[src/rtl/controller_pkg.sv]
// Shared definitions for controller_feedback: channel mode encoding, CPU write
// word field positions and player count.
package controller_pkg;

  localparam int NUM_PLAYERS = 4;

  localparam int PLAYER_HI  = 15;
  localparam int PLAYER_LO  = 14;
  localparam int MODE_HI    = 13;
  localparam int MODE_LO    = 12;
  localparam int PATTERN_HI = 7;
  localparam int PATTERN_LO = 0;

  typedef enum logic [1:0] {
    MODE_OFF   = 2'b00,
    MODE_SOLID = 2'b01,
    MODE_BLINK = 2'b10,
    MODE_PULSE = 2'b11
  } mode_e;

  function automatic logic [1:0] field_player(input logic [15:0] word);
    return word[PLAYER_HI:PLAYER_LO];
  endfunction

  function automatic mode_e field_mode(input logic [15:0] word);
    return mode_e'(word[MODE_HI:MODE_LO]);
  endfunction

  function automatic logic [7:0] field_pattern(input logic [15:0] word);
    return word[PATTERN_HI:PATTERN_LO];
  endfunction

endpackage

[src/rtl/led_channel.sv]
// One player's LED channel: mode state machine, pattern register, pulse timer
// and a registered 8-bit LED slice.
module led_channel
  import controller_pkg::*;
#(
  parameter int PULSE_LEN = 12500000
) (
  input  logic       clk,
  input  logic       rst_n,
  input  logic       wr_i,
  input  mode_e      mode_i,
  input  logic [7:0] pattern_i,
  input  logic       blink_phase_i,
  output logic [7:0] led_o,
  output mode_e      mode_o,
  output logic [7:0] pattern_o
);

  localparam int TW = (PULSE_LEN > 1) ? $clog2(PULSE_LEN) : 1;
  localparam logic [TW-1:0] TIMER_LOAD = TW'(PULSE_LEN - 1);

  mode_e         mode_q, mode_d;
  logic [7:0]    pattern_q, pattern_d;
  logic [TW-1:0] timer_q, timer_d;
  logic [7:0]    led_q, led_d;

  // A write always wins over pulse expiry in the same cycle.
  always_comb begin
    mode_d    = mode_q;
    pattern_d = pattern_q;
    timer_d   = timer_q;
    if (wr_i) begin
      mode_d    = mode_i;
      pattern_d = pattern_i;
      timer_d   = (mode_i == MODE_PULSE) ? TIMER_LOAD : '0;
    end else if (mode_q == MODE_PULSE) begin
      if (timer_q == '0) mode_d = MODE_OFF;
      else               timer_d = timer_q - 1'b1;
    end
  end

  // The LED slice is computed from next state so it updates alongside wr_ack
  // and in step with the registered blink phase.
  always_comb begin
    led_d = '0;
    case (mode_d)
      MODE_OFF:   led_d = '0;
      MODE_SOLID: led_d = pattern_d;
      MODE_BLINK: led_d = pattern_d & {8{blink_phase_i}};
      MODE_PULSE: led_d = pattern_d;
      default:    led_d = '0;
    endcase
  end

  always_ff @(posedge clk or negedge rst_n) begin
    if (!rst_n) begin
      mode_q    <= MODE_OFF;
      pattern_q <= '0;
      timer_q   <= '0;
      led_q     <= '0;
    end else begin
      mode_q    <= mode_d;
      pattern_q <= pattern_d;
      timer_q   <= timer_d;
      led_q     <= led_d;
    end
  end

  assign led_o     = led_q;
  assign mode_o    = mode_q;
  assign pattern_o = pattern_q;

endmodule

[src/rtl/controller_feedback.sv]
// Four-player controller LED feedback block: shared blink divider, write ack and
// four led_channel instances. Optional readback port under CTRL_FEEDBACK_READBACK_EN.
module controller_feedback
  import controller_pkg::*;
#(
  parameter int BLINK_DIV = 25000000,
  parameter int PULSE_LEN = 12500000
) (
  input  logic        clk,
  input  logic        rst_n,
  input  logic        wr_en,
  input  logic [15:0] wr_data,
  output logic        wr_ack,
  output logic [31:0] led_out,
  output logic        blink_phase
`ifdef CTRL_FEEDBACK_READBACK_EN
  ,
  input  logic [1:0]  rd_sel,
  output logic [15:0] rd_data
`endif
);

  localparam int CW = $clog2(BLINK_DIV);
  localparam logic [CW-1:0] CNT_MAX = CW'(BLINK_DIV - 1);

  logic [CW-1:0] cnt_q, cnt_d;
  logic          phase_q, phase_d;
  logic          ack_q;

  logic [NUM_PLAYERS-1:0][1:0] mode_w;
  logic [NUM_PLAYERS-1:0][7:0] pattern_w;

  wire unused_reserved = ^wr_data[11:8];

  // Free-running divider; writes never disturb it.
  always_comb begin
    cnt_d   = cnt_q + 1'b1;
    phase_d = phase_q;
    if (cnt_q == CNT_MAX) begin
      cnt_d   = '0;
      phase_d = ~phase_q;
    end
  end

  always_ff @(posedge clk or negedge rst_n) begin
    if (!rst_n) begin
      cnt_q   <= '0;
      phase_q <= 1'b0;
      ack_q   <= 1'b0;
    end else begin
      cnt_q   <= cnt_d;
      phase_q <= phase_d;
      ack_q   <= wr_en;
    end
  end

  assign wr_ack      = ack_q;
  assign blink_phase = phase_q;

  for (genvar p = 0; p < NUM_PLAYERS; p++) begin : g_chan
    mode_e chan_mode;

    led_channel #(
      .PULSE_LEN(PULSE_LEN)
    ) u_chan (
      .clk          (clk),
      .rst_n        (rst_n),
      .wr_i         (wr_en && (field_player(wr_data) == 2'(p))),
      .mode_i       (field_mode(wr_data)),
      .pattern_i    (field_pattern(wr_data)),
      .blink_phase_i(phase_d),
      .led_o        (led_out[8*p +: 8]),
      .mode_o       (chan_mode),
      .pattern_o    (pattern_w[p])
    );

    assign mode_w[p] = chan_mode;
  end

`ifdef CTRL_FEEDBACK_READBACK_EN
  assign rd_data = {rd_sel, mode_w[rd_sel], 4'b0000, pattern_w[rd_sel]};
`else
  wire unused_readback = ^{mode_w, pattern_w};
`endif

endmodule

[config.mk]
export PLATFORM = sky130hd
export DESIGN_NAME = controller_feedback
export DESIGN_NICKNAME = d
export VERILOG_FILES = /design/src/rtl/controller_pkg.sv /design/src/rtl/led_channel.sv /design/src/rtl/controller_feedback.sv
export SDC_FILE = /design/constraint.sdc
export NUM_CORES = 1
export LEC_CHECK = 0
export CAP_MARGIN = 20
export CORE_MARGIN = 3
export CORE_UTILIZATION = 60
export CTS_CLUSTER_SIZE = 25
export DETAILED_ROUTE_END_ITERATION = 7
export GPL_TIMING_DRIVEN = 0
export PLACE_DENSITY_LB_ADDON = 0.3
export SLEW_MARGIN = 10
export SYNTH_ARGS = -nofsm -noshare
export SYNTH_HDL_FRONTEND = slang
export SYNTH_SLANG_ARGS = --single-unit
[constraint.sdc]
create_clock -name clk -period 2.7 [get_ports clk]
set_input_delay 0.81 -clock clk [delete_from_list [all_inputs] [get_ports clk]]
set_output_delay 0.81 -clock clk [all_outputs]
set_load 0.03 [all_outputs]
==> run summary <==
In the global route stage, overall resource usage came out at 0.2696. The number of placement rows is 45. The final routed wire length divided by cell count came out at 18.18 um. The part of the power in the clock network is 0.315.

The most frequent cell on the critical path is buf_6. The worst register-to-register path begins at g_chan[0].u_chan.timer_q[12]. The internal power of the cells is 5481 uW.

The share of synthesized area in the top cell type comes to 0.5070. The classification of the worst setup path is flip-flop to flip-flop. Across the VDD grid, the largest voltage drop is 590.2 uV. The final weighted congestion in routability-driven placement came out at 0.9533. Yosys printed 0 warnings.

Power spread over the standard cell area amounts to 728.9 nW/um^2. Walking the worst path, the cells encountered are or4_4 -> or4_4 -> buf_6 -> o31ai_4 -> buf_6 -> buf_6 -> o31ai_1 -> a31oi_1. The first TritonRoute pass finished after 5 iterations. Across the run, the number of max-cap violations was 0. dfrtp_1 takes more of the synthesized area than any other cell. Clock skew on the completed layout was measured at 0.01331 ns.

The maximum cell stage delay along the critical path came out at 0.58 ns. The first global-routing pass estimated 38,810 um of wire. The run finished with clean final reports. The slowest stage of the critical path belongs to the cell or4_4. Among all flip-flop cells after synthesis, the most frequent one is dfrtp_1. The endpoint of the lowest-slack register-to-register path is g_chan[0].u_chan.timer_q[15]. Adding up every negative setup slack in the final design gives 0 ns. The CTS sink count is 195.

The clock slew at the register clock pins of the worst setup and hold paths is 0.08 ns. The distinct cell type count after synthesis is 71. For the worst setup path, the data required time is 3.05 ns. The kind of start point of the critical path is a flip-flop.

The number of antenna violations at the first check in global routing is 1. The arrival time of the worst setup path is 2.97 ns. In this run the worst hold path is classified as input port to asynchronous set/reset pin.

Synthesis produced a netlist whose cell count is 992. Using the TritonRoute via totals, the vias-per-cell ratio works out to 6.353. The die footprint is 17,600 um^2. The sort of element at the end of the critical path is a flip-flop.

The worst-case clock buffer depth came out at 2. The number of cells traversed by the worst register-to-register path is 8. The number of nets produced by synthesis is 1,016. Entering global routing, the biggest net connects 79 pins. In this run, synthesis produced a sequential element count of 195. The violation count after the first detailed-route iteration is 777. The number of enable-type register cells in the synthesized netlist came out at 0.

Measured against its own limit, the worst slew margin works out to 0.4847. In the routed design, unresolved DRC markers number 0. The estimated wirelength of the detail-placed design came out at 15,830 um.

For the worst-skew pair, the clock arrives at the later sink with an insertion delay of 0.44 ns. For this design, the CTS-stage hold fixing added 0 buffers. The detailed-route wire length came out at 23,390 um.

The via count of the first global-routing pass is 7,796. 53 I/O pins were placed. Based on the critical path, the design can be clocked at up to 382.2 MHz. Setup violations remaining at the end of the flow were counted as 0. The leakage power total came out at 0.004482 uW. The die is 132.7 um tall. The slew at the pin with the worst max-slew slack is 0.7665 ns. In this run the remaining antenna-violating nets after routing total 0. The number of vias after detailed routing is 8,176. The final layout net count is 1,086.

The switching portion of total power is 0.3253. The initial core utilization came out at 0.6239. Tracing the worst setup path back leads to its startpoint at g_chan[0].u_chan.timer_q[12]. The portion of the post-synthesis area used by sequential elements came out at 0.5070. The final total power came out at 8125 uW. The sequential power share came out at 0.469. The overall overflow remaining after global route is 0. The clock tree synthesis step divided the H-tree into 4 levels. The die is 132.7 um wide. The fraction of layout cells with a size suffix above 1 is 0.09953. After synthesis, the cell types taking the most area are dfrtp_1 (51%), nand2_1 (5.5%), a21oi_1 (3.4%). After synthesis the cells add up to 9625 um^2.

The maximum fanout along the worst path came out at 10. The post-synthesis async set-or-reset flop share is 1.000. CTS placed an instance of clkbuf_16 at the clock tree root. The core footprint is 15,430 um^2. The slack of the worst reg-to-reg path is 0.08 ns. The number of CTS-inserted buffers came out at 17. The final-report max-slew violation count was 0. The share of the cycle needed by the critical path after routing came out at 0.9690. The count of buffers from port buffering came out at 47. The area growth from synthesis to layout is 15.81%.

The reported net switching power came out at 2643 uW. After detailed placement, the total cell area comes to 10,430 um^2. The share of total power in combinational logic is 0.216. The post-synthesis average cell area came out at 9.703 um^2. The final hold violation count came to 0.

The clock period minus final worst setup slack came out at 2.616 ns. The TritonCTS clock tree is built. The final instance area is 11,150 um^2.
-- synth_stat cells, types with 4 or more instances --
cell / count
dfrtp_1: 195
nand2_1: 141
a21oi_1: 65
nor2_1: 49
nor3_1: 46
clkbuf_1: 37
or3_1: 36
nor4_1: 34
or4_1: 33
a31oi_1: 31
xnor2_1: 31
nand3_1: 27
o21ai_0: 24
nand4_1: 23
xor2_1: 21
o31ai_1: 19
a21boi_0: 16
inv_1: 14
or2_2: 14
o211ai_1: 8
a211oi_1: 7
and2_1: 7
nor4b_1: 7
and3_1: 6
mux2i_1: 6
o41ai_1: 6
a21o_1: 5
and4_1: 5
ha_1: 5
nor2b_1: 5
nand2b_1: 4
nor3b_1: 4
-- worst max-delay path, delay by kind of cell (launching register included) --
kind | cells | cell delay (ns)
buffers and inverters | 3 | 0.50
flip-flops | 1 | 0.43
AND/OR/NAND/NOR | 2 | 1.01
AO/OA/AOI/OAI | 3 | 0.59
-- layout by cell type (no fill, tap or decap), types with 8 or more instances in the layout --
master,count
or2_2,14
or4_1,32
xnor2_1,31
o211ai_1,8
or3_1,36
o31ai_1,19
o21ai_0,22
nor2_1,47
inv_1,14
a31oi_1,31
nand4_1,23
nand2_1,141
clkdlybuf4s50_1,44
clkbuf_16,17
a21boi_0,12
dfrtp_1,194
nor4_1,31
nor3_1,44
a21oi_1,65
clkbuf_1,28
nand3_1,26
xor2_1,21
-- stage by stage --
stage | setup slack (ns) | hold WS (ns) | util | cells
floorplan | 0.2922 | 0.4350 | - | 992
global placement | -7.168 | 0.4484 | 0.6715 | 1250
detailed placement | -0.7021 | 0.4539 | 0.6759 | 1253
CTS | -0.008790 | 0.2486 | 0.7161 | 1284
global route | -0.02481 | 0.2501 | 0.7225 | 1287
finish | 0.08382 | 0.2430 | 0.7225 | 1287
-- what timing repair did --
| action | 4_1_cts | 5_1_grt |
|---|---|---|
| resized for setup | 15 | 24 |
| pin swaps | 1 | 3 |
| cloned | 0 | 1 |
| buffers inserted | 0 | 2 |
| endpoints found under the setup margin | 40 | 95 |
-- routing by layer --
layer,part of all wire,up-vias,track usage
met3,0.061,46,0.06274
met5,0,-,0
met1,0.44,4043,0.3782
met2,0.47,282,0.4135
met4,0.027,0,0.1010
li1,-,3805,-
-- worst max-delay path by stage --
stage	end	slack [ns]	cells after the start
after floorplan	g_chan[0].u_chan.timer_q[1]	0.29	8
after global placement	cnt_q[4]	-7.17	1
after detailed placement	g_chan[0].u_chan.led_o[1]	-0.70	7
after CTS	g_chan[2].u_chan.timer_q[13]	-0.009	9
after global routing	cnt_q[21]	-0.02	6
final	g_chan[0].u_chan.timer_q[15]	0.08	8
-- sequential cells by signal, indices dropped and copies added, names as in the netlist --
register / cells
blink_phase: 1
cnt_q: 25
g_chan.u_chan.led_o: 32
g_chan.u_chan.mode_o: 8
g_chan.u_chan.pattern_o: 32
g_chan.u_chan.timer_q: 96
wr_ack: 1
-- power groups by stage --
stage,Sequential [uW],Combinational (uW),Clock (uW)
after floorplan,3860,1070,0
after global placement,3820,1630,0
after detailed placement,3830,1700,0
after CTS,3790,1720,2590
after global routing,3880,1930,2720
final,3810,1760,2560
-- layout make-up --
cell class / instances / area (um^2)
Buffer: 44 / 234.0
Timing Repair Buffer: 54 / 564.3
Tap cell: 211 / 264.0
Fill cell: 1135 / 4280
Clock buffer: 17 / 425.4
Sequential cell: 195 / 4881
Inverter: 14 / 52.55
Clock inverter: 15 / 166.4
Multi-Input combinational cell: 736 / 4557
Antenna cell: 1 / 2.502
-- logic make-up after synthesis --
group | after synthesis | synth area share
simple gates | 462 | 0.2566
compound gates | 209 | 0.1448
flops | 195 | 0.5070
buf+inv | 61 | 0.02925
xor+xnor | 52 | 0.04732
mux | 8 | 0.008579
fa+ha+maj | 5 | 0.006499
Power figures use the tool's default switching activity.
